`config.mk`:
```
export PLATFORM = sky130hd
export DESIGN_NAME = zigbee_pad_mux
export DESIGN_NICKNAME = d
export VERILOG_FILES = /design/src/rtl/zigbee_pad_mux.sv
export SDC_FILE = /design/constraint.sdc
export NUM_CORES = 1
export LEC_CHECK = 0
export ABC_CLOCK_PERIOD_IN_PS = 6700
export CAP_MARGIN = 20
export CORE_ASPECT_RATIO = 0.5
export CORE_MARGIN = 4
export CORE_UTILIZATION = 49
export CTS_CLUSTER_DIAMETER = 30
export DETAILED_ROUTE_END_ITERATION = 16
export MAX_ROUTING_LAYER = met4
export PLACE_DENSITY = 0.86
export SLEW_MARGIN = 0
export SYNTH_ARGS = -nofsm -noshare
export SYNTH_HDL_FRONTEND = slang
export SYNTH_SLANG_ARGS = --single-unit
```
`constraint.sdc`:
```
create_clock -name clk_i -period 6.7 [get_ports clk_i]
set_input_delay 1.005 -clock clk_i [delete_from_list [all_inputs] [get_ports clk_i]]
set_output_delay 1.005 -clock clk_i [all_outputs]
set_load 0.01 [all_outputs]
```
`src/rtl/zigbee_pad_mux.sv`:
```
// Pad-ring channel mux for the zigbee platform core: synchronised pad inputs,
// filtered channel select, strobe capture and a guarded registered output switch.
module zigbee_pad_mux #(
  parameter  int NCH         = 4,
  parameter  int IN_W        = 22,
  parameter  int OUT_W       = 18,
  parameter  int SYNC_STAGES = 2,
  parameter  int GUARD       = 3,
  localparam int SEL_W       = $clog2(NCH)
) (
  input  logic                 clk_i,
  input  logic                 rst_i,
  input  logic [SEL_W-1:0]     pad_sel_i,
  input  logic                 pad_strobe_i,
  input  logic [IN_W-1:0]      pad_in_i,
  output logic [OUT_W-1:0]     pad_out_o,
  output logic                 pad_frame_o,
  output logic [NCH*IN_W-1:0]  core_in_o,
  output logic [NCH-1:0]       core_in_vld_o,
  input  logic [NCH*OUT_W-1:0] core_out_i
);

  typedef enum logic {
    ST_GUARD,
    ST_RUN
  } state_t;

  localparam logic [3:0]     GUARD_C = 4'(GUARD);
  localparam logic [SEL_W:0] NCH_C   = (SEL_W+1)'(NCH);

  logic [SEL_W-1:0]       sel_sync [SYNC_STAGES];
  logic [SEL_W-1:0]       sel_prev;
  logic [SYNC_STAGES-1:0] stb_sync;
  logic                   stb_dly;
  logic [IN_W-1:0]        din_sync [SYNC_STAGES];

  state_t           state;
  logic [3:0]       cnt;
  logic [SEL_W-1:0] active;

  logic [OUT_W-1:0] out_ch [NCH];
  logic [IN_W-1:0]  in_ch  [NCH];

  logic [SEL_W-1:0] cand;
  logic             commit;
  logic             rise;

  assign cand   = sel_sync[SYNC_STAGES-1];
  assign commit = (cand != active) &&
                  (cand == sel_prev) &&
                  ({1'b0, cand} < NCH_C);
  assign rise   = stb_sync[SYNC_STAGES-1] & ~stb_dly;

  for (genvar c = 0; c < NCH; c++) begin : g_ch
    assign out_ch[c] = core_out_i[c*OUT_W +: OUT_W];
    assign core_in_o[c*IN_W +: IN_W] = in_ch[c];
  end

  // Data and strobe share one depth so a captured word lines up with its edge.
  always_ff @(posedge clk_i) begin
    if (rst_i) begin
      for (int i = 0; i < SYNC_STAGES; i++) begin
        sel_sync[i] <= '0;
        din_sync[i] <= '0;
      end
      stb_sync <= '0;
      stb_dly  <= 1'b0;
      sel_prev <= '0;
    end else begin
      sel_sync[0] <= pad_sel_i;
      din_sync[0] <= pad_in_i;
      for (int i = 1; i < SYNC_STAGES; i++) begin
        sel_sync[i] <= sel_sync[i-1];
        din_sync[i] <= din_sync[i-1];
      end
      stb_sync <= {stb_sync[SYNC_STAGES-2:0], pad_strobe_i};
      stb_dly  <= stb_sync[SYNC_STAGES-1];
      sel_prev <= cand;
    end
  end

  always_ff @(posedge clk_i) begin
    if (rst_i) begin
      state         <= ST_GUARD;
      cnt           <= GUARD_C;
      active        <= '0;
      pad_out_o     <= '0;
      pad_frame_o   <= 1'b0;
      core_in_vld_o <= '0;
      for (int c = 0; c < NCH; c++) begin
        in_ch[c] <= '0;
      end
    end else begin
      core_in_vld_o <= '0;
      unique case (state)
        ST_GUARD: begin
          pad_out_o   <= '0;
          pad_frame_o <= 1'b0;
          if (commit) begin
            active <= cand;
            cnt    <= GUARD_C;
          end else if (cnt == '0) begin
            state <= ST_RUN;
          end else begin
            cnt <= cnt - 4'd1;
          end
        end
        ST_RUN: begin
          // The switching edge still carries the old channel; zeros follow.
          pad_out_o   <= out_ch[active];
          pad_frame_o <= 1'b1;
          if (commit) begin
            active <= cand;
            cnt    <= GUARD_C;
            state  <= ST_GUARD;
          end else if (rise) begin
            in_ch[active]         <= din_sync[SYNC_STAGES-1];
            core_in_vld_o[active] <= 1'b1;
          end
        end
      endcase
    end
  end

endmodule

```
Word-level counts from Yosys, hierarchy flattened
Memories as Yosys holds them, arrays and structs flattened.
Index checks and enable logic that the tools add are counted.
- bits in writable memories: 136
- output and inout port bits: 111
- memories: 3
- bits in registers: 35
- word-level logic and storage cells: 66
- equal/unequal tests: 4
- add/subtract/negate cells: 1
- muxes and demuxes: 31
- bitwise logic cells: 9
- magnitude comparators: 3
- reduce and logical (&&, ||, !) cells: 6
- memories (name ; words ; width ; read ports ; clocked after Yosys merged registers in ; wr ports ; line ; RTL):
    in_ch ; 4 ; 22 ; 4 ; 0 ; 4 ; 42 ; logic [IN_W-1:0] in_ch [NCH];
    din_sync ; 2 ; 22 ; 2 ; 0 ; 2 ; 35 ; logic [IN_W-1:0] din_sync [SYNC_STAGES];
    sel_sync ; 2 ; 2 ; 2 ; 0 ; 2 ; 31 ; logic [SEL_W-1:0] sel_sync [SYNC_STAGES];
- operators with widths (cell ; number):
    two-way mux 22 bit ; 3
    binary-select mux 18 bit (select 2 bit) ; 1
    two-way mux 18 bit ; 2
    case mux 18 bit (2 select lines) ; 1
    OR reduction 22 bit ; 1
    two-way mux 1 bit ; 13
    two-way mux 4 bit ; 3
    two-way mux 2 bit ; 4
    case mux 4 bit (2 select lines) ; 1
    logical NOT 4 bit ; 1
    OR 1 bit ; 4
    case mux 1 bit (2 select lines) ; 2
    OR reduction 4 bit ; 1
    subtractor 4 x 1 -> 4 bit (second input constant) ; 1
    greater-or-equal comparator 3 bit (second input constant) ; 1
    < comparator 2 x 3 -> 1 bit (second input constant) ; 1
    != test 3 bit (second input constant) ; 1
    NOT 1 bit ; 3
    NOT 2 -> 3 bit ; 1
    demux 1 bit (select 2 bit) ; 1
    == test 2 bit ; 1
    greater-or-equal comparator 2 x 1 -> 1 bit (second input constant) ; 1
    logical AND 1 bit ; 2
    != test 2 x 1 -> 1 bit (second input constant) ; 1
    3 further kinds ; 3

Logic depth before layout (Yosys ltp)
- word-level depth: 9
- mapped depth: 7

Worst setup path after synthesis
Ideal clock, no wire load.
- path kind: reg-to-reg
- from: register active[0]
- to: memory in_ch[1][0], enable pin
- setup slack: 3.587 ns
- library setup time: 0.432 ns
- data arrival time: 2.681 ns
- stages on the path, launching flop included: 7
- required time: 6.268 ns
- period minus slack after synthesis: 3.113 ns
- cell sequence: dfxtp_1 > buf_4 > xor2_1 > o211a_1 > buf_6 > buf_6 > o21ai_0
- RTL lines (item ; line ; RTL):
    start, declared ; 39 ; logic [SEL_W-1:0] active;
    start signal, assigned ; 100 ; active <= cand;
    start signal, assigned ; 113 ; active <= cand;
    end, declared ; 42 ;

==> impl_metrics.yaml <==
critical_path:
  ff2ff_setup_slack_ns: 3.56
  worstReg2RegEnd: "in_ch[1][16]"
  cp-startpoint: "active[1]"
  cp.arrival_ns: 3.17
  path_buf_inv: 1
  path_cells: "xor2_1 -> o211a_4 -> buf_16 -> o21ai_2"
  crit_required_ns: 6.73
  slowest_stage: "dfxtp_1"
  reg2reg_from: "active[1]"
  worst_path_dominant_cell_family: "compound AO/OA/AOI/OAI gates"
  startpoint_type: "register"
  slowest_delay_ns: 1.02
  path_max_fanout: 92
  crit_path_end_kind: "register"
  r2r_cells: 4
  critPathKind: "register to register"
floorplanning:
  start_util_pct: 51.4
  dieHeight_um: 87.7
  dieArea_um2: 14700
  rows: 28
  die_w_um: 167
  core_um2: 12100
  ioPinCount: 210
timing:
  relSlewSlack_pct: 28.6
  finalCritPeriodShare_pct: 46.9
  fin_crit_ns: 3.14
  fin_skew_ns: 0.00790
  fmax_ghz: 0.318
  drv_slew: 0
  setup_viol: 0
  grt_setup_unrepaired: "false"
  hold_violations: 0
  tns_ns: 0
  worst_pin_slew_ns: 1.07
yosys:
  synthAdderAreaFrac_pct: 0.201
  ys_warn_count: 0
  synthMuxAreaShare_pct: 6.69
  ys_seq_area_share_pct: 69.1
  yosys.area_share.simple_pct: 18.8
  avgSynthCellArea_um2: 13.7
  synth_compound_area_share_pct: 1.39
  synthesis.area_um2: 6230
  synth_seq_cells: 171
  synth_top_family_by_area: "simple AND/OR/NAND/NOR gates"
  syn_nets: 556
  synth_cell_types: 35
  synthCells: 456
  synth-xor-area-share_pct: 0.562
routing:
  drtPass1Iterations: 4
  post_drt_wl_per_cell_um: 19.4
  via_per_inst: 5.33
  dr.first_iter.drc_count: 358
  drt-total-wl_mm: 16.2
  drc: 0
  postRouteAntennaNets: 0
  num_vias: 4436
power:
  vdd.ir_drop.worst_v: 0.000174
  power_density_nw_per_um2: 256
  cellLeakagePower_nw: 3.23
global_routing:
  antenna_found_initial: 0
  grt_max_degree: 100
  grt_use_total_pct: 22.2
  first_global_vias: 4429
  grt_pass1_wl_mm: 24.1
  gr-total-overflow: 0
clock_tree:
  cts_tree: "built"
  post_cts_resize_count: 0
  clkSlewWorstSetupHoldPaths_ns: 0.06
  clk_latency_ns: 0.42
  cts.sinks: 171
  root_buffer: "clkbuf_16"
  post_cts_buffers: 0
  cts_htree_levels: 4
  cts_buffers: 17
  clockBufferDepth: 2
  cts-hold-fix-buffers: 0
final_layout:
  area_delta_synth_final_pct: 45.3
  fill_cells: 768
  stdcell_area_um2: 9050
  drive_above_1_share_pct: 11.7
  antennaDiodeCount: 0
  nets: 755
worst_hold_path:
  hold_end: "din_sync[0][41]"
  hold_depth: 1
  hp-start: "din_sync[0][19]"
  hp-class: "register to register"
place:
  place_congestion: 0.782
  dp_hpwl_mm: 10.8
  placed_area_um2: 8400
  port_buffers: 209
job:
  drv_cap: 0
outcome:
  status: "complete, no violations"
[cell usage in the layout, fill, tap and decap left out, types with 2 or more instances in the layout]
| cell | n |
|---|---|
| clkdlybuf4s50_1 | 208 |
| edfxtp_1 | 88 |
| nor3_1 | 84 |
| dfxtp_1 | 83 |
| nor2b_1 | 54 |
| nand2_1 | 25 |
| mux4_2 | 18 |
| and3_1 | 18 |
| clkbuf_16 | 18 |
| nor3_2 | 10 |
| buf_4 | 5 |
| inv_1 | 4 |
| o21ai_2 | 4 |
| or3_1 | 3 |
| clkbuf_2 | 3 |
| clkinv_2 | 3 |
| xor2_1 | 2 |
| xnor2_1 | 2 |
| nor2_1 | 2 |
| nand4_1 | 2 |
| nand4b_1 | 2 |
| nand2b_1 | 2 |
| clkbuf_8 | 2 |
| clkinv_4 | 2 |
| buf_8 | 2 |
[Yosys cell counts]
cell type	n	area share (%)
and4bb_2	1	0.20
mux4_2	18	6.5
a21oi_1	1	0.080
a21o_1	1	0.12
o211ai_1	1	0.12
clkbuf_1	20	1.2
o21ai_0	5	0.40
mux2_2	1	0.18
or3_1	3	0.30
xor2_1	2	0.28
a211oi_2	1	0.20
buf_4	2	0.24
a32o_1	1	0.16
or4_1	1	0.12
buf_6	3	0.54
nor3b_1	1	0.12
nor3_1	84	6.7
and2b_1	1	0.12
inv_1	4	0.24
nand4b_1	2	0.28
nand2b_1	2	0.20
nand3_1	1	0.080
o2111ai_1	1	0.14
dfxtp_1	83	27
xnor2_1	2	0.28
nand4_1	2	0.20
nor2_1	2	0.12
o211a_1	1	0.16
buf_2	13	1.0
nor3_2	10	1.6
and3_1	18	1.8
ha_1	1	0.20
edfxtp_1	88	42
nand2_1	25	1.5
nor2b_1	54	5.4
[routing by layer]
metal  track usage (%)  share of wire (%)
met1              26.5                 39
met2              38.4                 52
met3              4.96                7.8
met4              7.36               0.85
met5                 -                  0
[how the worst max path moves through the flow]
stage	to	slack, ns	depth (start not counted)
after floorplan	in_ch[1][0]	3.59	6
after global placement	in_ch[3][10]	3.07	4
after detailed placement	in_ch[0][9]	2.99	4
after CTS	in_ch[0][20]	3.31	3
after global routing	in_ch[1][16]	3.35	4
final	in_ch[1][16]	3.56	4
[report_power, final]
group	switching [mW]	leakage [nW]	internal (mW)	total [mW]
Combinational	0.0896	1.35	0.120	0.210
Clock	0.396	0.292	0.559	0.956
Sequential	0.0180	1.59	1.14	1.16
Total	0.504	3.23	1.82	2.32
[stage by stage]
stage / power (mW) / utilization [%] / hold slack [ns] / worst slack (ns) / instances
floorplan: 1.26 / - / 0.414 / 3.59 / 456
global placement: 1.37 / 69.3 / 0.417 / 3.07 / 797
detailed placement: 1.38 / 69.3 / 0.420 / 2.99 / 797
CTS: 2.32 / 74.0 / 0.437 / 3.31 / 829
global route: 2.40 / 74.7 / 0.456 / 3.35 / 833
finish: 2.32 / 74.7 / 0.437 / 3.56 / 833
[state kept, by name, summed over array words and instances, names as in the netlist, 2 cells and up]
name / flops
active: 2
cnt: 4
core_in_vld_o: 4
din_sync: 44
in_ch: 88
pad_out_o: 18
sel_prev: 2
sel_sync: 4
stb_sync: 2
[logic make-up after synthesis]
group                      count (synthesis)
xor gates and xnor gates                   4
adders and majority gates                  1
buffers and inverters                     42
and+or+nand+nor                          207
muxes                                     19
DFF                                      171
AOI/OAI and AO/OA                         12
[area by class of cell]
type | instances | area [µm²] | area share, %
clock buffers | 23 | 493 | 5.45
clock inverters | 9 | 85.1 | 0.940
inverters | 4 | 15.0 | 0.166
multi-input cells | 243 | 1750 | 19.3
flip-flops and latches | 171 | 4300 | 47.5
well taps | 165 | 206 | 2.28
repair buffers | 218 | 2200 | 24.3
Power figures use the tool's default switching activity.
